$ cat src/rtl/if_stage_if.sv
// Fetch-stage bundle: memory-controller fetch handshake, execute redirect and decode hand-off.
// The master modport is the fetch stage itself; the slave modport is its surroundings.
interface if_stage_if;
    logic [31:0] if_raddr;
    logic [31:0] if_inst_i;
    logic        if_mem_ctrl_done;
    logic        if_cancel;
    logic        branch_flag_i;
    logic [31:0] branch_target_i;
    logic        id_ready_i;
    logic        id_valid_o;
    logic [31:0] id_pc_o;
    logic [31:0] id_inst_o;

    modport master (
        output if_raddr, if_cancel, id_valid_o, id_pc_o, id_inst_o,
        input  if_inst_i, if_mem_ctrl_done, branch_flag_i, branch_target_i, id_ready_i
    );

    modport slave (
        input  if_raddr, if_cancel, id_valid_o, id_pc_o, id_inst_o,
        output if_inst_i, if_mem_ctrl_done, branch_flag_i, branch_target_i, id_ready_i
    );
endinterface

$ cat src/rtl/if_stage.sv
// Instruction fetch stage: PC register, 2-entry {pc, inst} skid FIFO towards decode,
// and branch redirect that flushes the FIFO and cancels any in-flight memory fetch.
module if_stage #(
    parameter logic [31:0] RESET_PC = 32'h0000_0000
) (
    input  logic       clk,
    input  logic       rst,
    if_stage_if.master bus
);

    logic [31:0] r_pc_p0;
    logic [31:0] r_fifo_pc_p1   [2];
    logic [31:0] r_fifo_inst_p1 [2];
    logic        r_rd_ptr;
    logic        r_wr_ptr;
    logic [1:0]  r_count;

    logic        w_full;
    logic        w_valid;
    logic        w_cancel;
    logic        w_push;
    logic        w_pop;
    logic [1:0]  w_count_nxt;

    function automatic logic [31:0] f_next_pc(input logic [31:0] pc);
        return pc + 32'd4;
    endfunction

    function automatic logic [31:0] f_align(input logic [31:0] target);
        return target & ~32'd3;
    endfunction

    assign w_full   = (r_count == 2'd2);
    assign w_valid  = (r_count != 2'd0);
    // Gating with rst keeps cancel low while reset is held, even if execute asserts a branch.
    assign w_cancel = rst & (bus.branch_flag_i | w_full);
    assign w_push   = bus.if_mem_ctrl_done & ~w_cancel;
    assign w_pop    = w_valid & bus.id_ready_i;

    always_comb begin
        w_count_nxt = r_count;
        if (bus.branch_flag_i) begin
            w_count_nxt = 2'd0;
        end else begin
            case ({w_push, w_pop})
                2'b10:   w_count_nxt = r_count + 2'd1;
                2'b01:   w_count_nxt = r_count - 2'd1;
                default: w_count_nxt = r_count;
            endcase
        end
    end

    // p0: PC and FIFO control state
    always_ff @(posedge clk or negedge rst) begin
        if (!rst) begin
            r_pc_p0  <= RESET_PC;
            r_rd_ptr <= 1'b0;
            r_wr_ptr <= 1'b0;
            r_count  <= 2'd0;
        end else begin
            r_count <= w_count_nxt;
            if (bus.branch_flag_i) begin
                r_pc_p0  <= f_align(bus.branch_target_i);
                r_rd_ptr <= 1'b0;
                r_wr_ptr <= 1'b0;
            end else begin
                if (w_push) begin
                    r_pc_p0  <= f_next_pc(r_pc_p0);
                    r_wr_ptr <= ~r_wr_ptr;
                end
                if (w_pop) begin
                    r_rd_ptr <= ~r_rd_ptr;
                end
            end
        end
    end

    // p1: FIFO payload; contents are only observed through count, so no reset needed
    always_ff @(posedge clk) begin
        if (w_push) begin
            r_fifo_pc_p1[r_wr_ptr]   <= r_pc_p0;
            r_fifo_inst_p1[r_wr_ptr] <= bus.if_inst_i;
        end
    end

    assign bus.if_raddr   = r_pc_p0;
    assign bus.if_cancel  = w_cancel;
    assign bus.id_valid_o = w_valid;
    assign bus.id_pc_o    = w_valid ? r_fifo_pc_p1[r_rd_ptr]   : 32'd0;
    assign bus.id_inst_o  = w_valid ? r_fifo_inst_p1[r_rd_ptr] : 32'd0;

endmodule

$ cat src/flat_wrapper.sv
// flat-port wrapper written by rule: the top's interface ports become plain ports
module if_stage_flat 
#(
    parameter logic [31:0] RESET_PC = 32'h0000_0000
)
  (clk, rst, bus_if_raddr, bus_if_cancel, bus_id_valid_o, bus_id_pc_o, bus_id_inst_o, bus_if_inst_i, bus_if_mem_ctrl_done, bus_branch_flag_i, bus_branch_target_i, bus_id_ready_i);
  if_stage_if bus_i ();
  input  logic clk;
  input  logic rst;
  output wire logic [$bits(bus_i.if_raddr)-1:0] bus_if_raddr;
  output wire logic [$bits(bus_i.if_cancel)-1:0] bus_if_cancel;
  output wire logic [$bits(bus_i.id_valid_o)-1:0] bus_id_valid_o;
  output wire logic [$bits(bus_i.id_pc_o)-1:0] bus_id_pc_o;
  output wire logic [$bits(bus_i.id_inst_o)-1:0] bus_id_inst_o;
  input wire logic [$bits(bus_i.if_inst_i)-1:0] bus_if_inst_i;
  input wire logic [$bits(bus_i.if_mem_ctrl_done)-1:0] bus_if_mem_ctrl_done;
  input wire logic [$bits(bus_i.branch_flag_i)-1:0] bus_branch_flag_i;
  input wire logic [$bits(bus_i.branch_target_i)-1:0] bus_branch_target_i;
  input wire logic [$bits(bus_i.id_ready_i)-1:0] bus_id_ready_i;
  assign bus_if_raddr = bus_i.if_raddr;
  assign bus_if_cancel = bus_i.if_cancel;
  assign bus_id_valid_o = bus_i.id_valid_o;
  assign bus_id_pc_o = bus_i.id_pc_o;
  assign bus_id_inst_o = bus_i.id_inst_o;
  assign bus_i.if_inst_i = bus_if_inst_i;
  assign bus_i.if_mem_ctrl_done = bus_if_mem_ctrl_done;
  assign bus_i.branch_flag_i = bus_branch_flag_i;
  assign bus_i.branch_target_i = bus_branch_target_i;
  assign bus_i.id_ready_i = bus_id_ready_i;
  if_stage #(.RESET_PC(RESET_PC)) u_core (.clk(clk), .rst(rst), .bus(bus_i));
endmodule
$ cat config.mk
export PLATFORM = sky130hd
export DESIGN_NAME = if_stage_flat
export DESIGN_NICKNAME = d
export VERILOG_FILES = /design/src/rtl/if_stage_if.sv /design/src/rtl/if_stage.sv /design/src/flat_wrapper.sv
export SDC_FILE = /design/constraint.sdc
export NUM_CORES = 1
export LEC_CHECK = 0
export ABC_AREA = 1
export BUFFER_PORTS_ARGS = -buffer_cell sky130_fd_sc_hd__buf_2
export CAP_MARGIN = 20
export CORE_ASPECT_RATIO = 0.9
export CORE_MARGIN = 1.5
export CORE_UTILIZATION = 47
export DETAILED_ROUTE_END_ITERATION = 6
export PLACE_DENSITY_LB_ADDON = 0.25
export SYNTH_ARGS = -nofsm -noshare
export SYNTH_HDL_FRONTEND = slang
export SYNTH_SLANG_ARGS = --single-unit
$ cat constraint.sdc
create_clock -name clk -period 5.11 [get_ports clk]
set_input_delay 1.533 -clock clk [delete_from_list [all_inputs] [get_ports clk]]
set_output_delay 1.533 -clock clk [all_outputs]
set_load 0.1 [all_outputs]
==> impl_metrics.json <==
{
  "synth_top_area_cell": "edfxtp_1",
  "die_h_um": 120,
  "yosysUniqueCellTypes": 30,
  "p_sw_uw": 1900,
  "power.internal_uw": 2390,
  "drt_iter0_drc": 328,
  "antenna_found_initial": 0,
  "fin_skew_ps": 7.41,
  "io_pins": 167,
  "path_class": "in -> out",
  "gr-total-overflow": 0,
  "hold_class": "reg -> reg",
  "rrSetupSlack_ps": 3180,
  "hold_ws_ps": 556,
  "ff_latch_area_mm2": 0.00458,
  "crit_chain": "buf_2 > inv_6 > nand2_2 > nand2_4 > inv_1 > buf_2",
  "post-dp-hpwl_um": 10600,
  "vias": 5447,
  "yosysWarnings": 0,
  "drive_above_1_share_pct": 23.3,
  "initial_core_util_pct": 48.3,
  "cts-buffers-inserted": 17,
  "clk_latency_ps": 420,
  "viasPerCell": 4.90,
  "crit_required_ps": 3580,
  "drv_cap": 0,
  "cts.repair.resized": 0,
  "cts-root-buf": "clkbuf_16",
  "maxSlewViolCount": 0,
  "path_common_cell": "buf_2",
  "nNetsFinal": 971,
  "fmax_ghz": 0.256,
  "total_leakage_power_uw": 0.00387,
  "critPathBufInv": 4,
  "cts_tree": "built",
  "clk_path_buf_depth": 2,
  "fp.dieW_um": 133,
  "yosys_register_bits": 158,
  "tns_ps": 0,
  "synthToLayoutAreaGrowth_pct": 21.5,
  "crit_fanout": 7,
  "fillers": 1325,
  "wl_um": 16100,
  "synth_seq_area_share_pct": 63.9,
  "port_buffers": 160,
  "grt_max_degree": 63,
  "pwr-share-seq_pct": 37.0,
  "grt_pass1_wl_um": 25900,
  "ant_nets": 0,
  "min_from": "u_core.bus.if_raddr[31]",
  "reg2reg_to": "u_core.r_fifo_pc_p1[0][21]",
  "synth_top_area_share_pct": 52.0,
  "ctsHoldBuffers": 0,
  "dr.pass1.iters": 5,
  "multi_input_area_mm2": 0.00220,
  "avgRoutedWirePerCell_um": 14.5,
  "r2r-start": "u_core.r_count[0]",
  "p_comb_share_pct": 36.0,
  "cts_max_level": 4,
  "routabilityCongestion": 0.802,
  "worst_pin_slew_ps": 706,
  "vdd_drop_max_mv": 0.239,
  "hold_violations": 0,
  "grt_use_total_pct": 21.4,
  "cts.sinks": 158,
  "fin_crit_sh_pct": 76.6,
  "holdPathStages": 0,
  "p_clk_share_pct": 27.1,
  "rr_worst_depth": 7,
  "antennaDiodeCount": 0,
  "crit_family": "buffers and inverters",
  "synthCells": 742,
  "syn-mean-instance-area_um2": 9.65,
  "rsz0062_at_grt": "no",
  "cts_setup_buffers": 0,
  "status": "complete, no violations",
  "critPathMaxStageDelay_ps": 410,
  "critical_path.startpoint_type": "input port",
  "slew-limit-headroom_pct": 52.9,
  "drc_errors": 0,
  "core_area_mm2": 0.0148,
  "setup_viol": 0,
  "path_clk_slew_ps": 60,
  "rows": 42,
  "hold_end": "u_core.r_fifo_pc_p1[1][31]",
  "syn_area_mm2": 0.00716,
  "final_util_pct": 58.7,
  "switching_share_pct": 44.3,
  "die-area_mm2": 0.0160,
  "finalCriticalPeriod_ps": 3910,
  "crit_slowest_cell": "buf_2",
  "cp.arrival_ps": 2380,
  "cp-end-kind": "output port",
  "synthTopCellsByArea": "edfxtp_1, nand2_1, dfrtp_1",
  "grt_pass1_vias": 4984,
  "powerDensity_mw_per_mm2": 492
}
power groups by stage:
stage / registers [uW] / logic [uW] / clock network, uW
2_1_floorplan: 1790 / 1090 / 0
3_3_place_gp: 1610 / 1540 / 0
3_5_place_dp: 1610 / 1550 / 0
4_1_cts: 1580 / 1550 / 1180
5_1_grt: 1600 / 1620 / 1250
6_report: 1580 / 1540 / 1160
state kept, by name (all words and copies together), names as in the netlist:
signal,count
u_core.r_count,2
u_core.r_fifo_inst_p1,64
u_core.bus.if_raddr,30
u_core.r_wr_ptr,1
u_core.r_rd_ptr,1
u_core.r_fifo_pc_p1,60
cell usage in the layout (no fill, tap or decap), types with 2 or more instances in the layout:
cell type,n
nor2_2,2
nand3_1,37
o21ai_1,7
inv_1,56
inv_2,2
o21ai_0,10
dfrtp_1,33
clkbuf_16,17
conb_1,4
edfxtp_1,124
clkinv_1,5
a21oi_1,64
inv_6,3
nor2_4,4
clkinvlp_4,4
nand2_2,2
xor2_1,8
o211ai_1,4
nand2_8,2
clkinv_4,3
buf_12,2
nand2_1,302
buf_2,160
buf_4,7
nor2_1,37
nor3_1,2
xnor2_1,5
worst max path at each step:
| stage | startpoint | end | slack, ps | cells after the start |
|---|---|---|---|---|
| final | bus_branch_flag_i | bus_if_cancel | 1200 | 6 |
| after global routing | u_core.r_rd_ptr | bus_id_pc_o[30] | 1100 | 5 |
| after CTS | u_core.r_rd_ptr | bus_id_pc_o[30] | 1120 | 5 |
| after detailed placement | bus_branch_flag_i | bus_if_cancel | 1180 | 6 |
| after global placement | bus_branch_flag_i | bus_if_cancel | 1200 | 6 |
| after floorplan | bus_branch_flag_i | u_core.r_fifo_inst_p1[1][0] | 1010 | 6 |
cell families after synthesis:
group | share of synthesized area (%)
and+or+nand+nor | 22.3
DFF | 63.9
buffers and inverters | 5.72
AOI/OAI and AO/OA | 6.28
xor gates and xnor gates | 1.59
adders and majority gates | 0.175
other | 0.0524
cells in the mapped netlist:
master	instances
o21ai_0	10
nand2_1	302
inv_2	2
inv_1	56
nor2_4	2
clkbuf_1	16
nor2_8	1
a21boi_0	1
nand2_4	1
o211ai_1	4
inv_4	1
nor3_1	2
ha_1	1
nor2_1	39
xor2_1	8
conb_1	1
edfxtp_1	124
nor2_2	2
xnor2_1	5
dfrtp_1	34
nand2_2	2
nand2_8	2
o21ai_1	7
buf_4	5
nand3_1	37
a21oi_1	64
a31oi_1	1
buf_6	5
buf_1	6
inv_6	1
through the flow:
stage	power (uW)	cells	setup WS [ps]	cell area, um2
3_5_place_dp	3160	1080	1180	8150
3_3_place_gp	3150	1080	1200	8150
4_1_cts	4320	1112	1120	8700
2_1_floorplan	2880	745	1010	7170
5_1_grt	4460	1112	1100	8700
6_report	4280	1112	1200	8700
metal layers:
metal	vias up	track usage [%]	wire, um
met5	-	0	0
met4	0	6.18	189
met3	18	5.20	1170
met2	184	34.4	7610
met1	2509	29.0	7140
li1	2736	-	-
cell type report:
| class | instances | area share (%) |
|---|---|---|
| inverter | 60 | 2.68 |
| tap | 198 | 2.85 |
| clock buffer | 17 | 4.89 |
| sequential | 158 | 52.6 |
| clock inverter | 15 | 1.41 |
| timing repair buffer | 169 | 10.3 |
| multi-input combinational | 495 | 25.3 |
No activity file was read; power rests on OpenSTA's default activity.
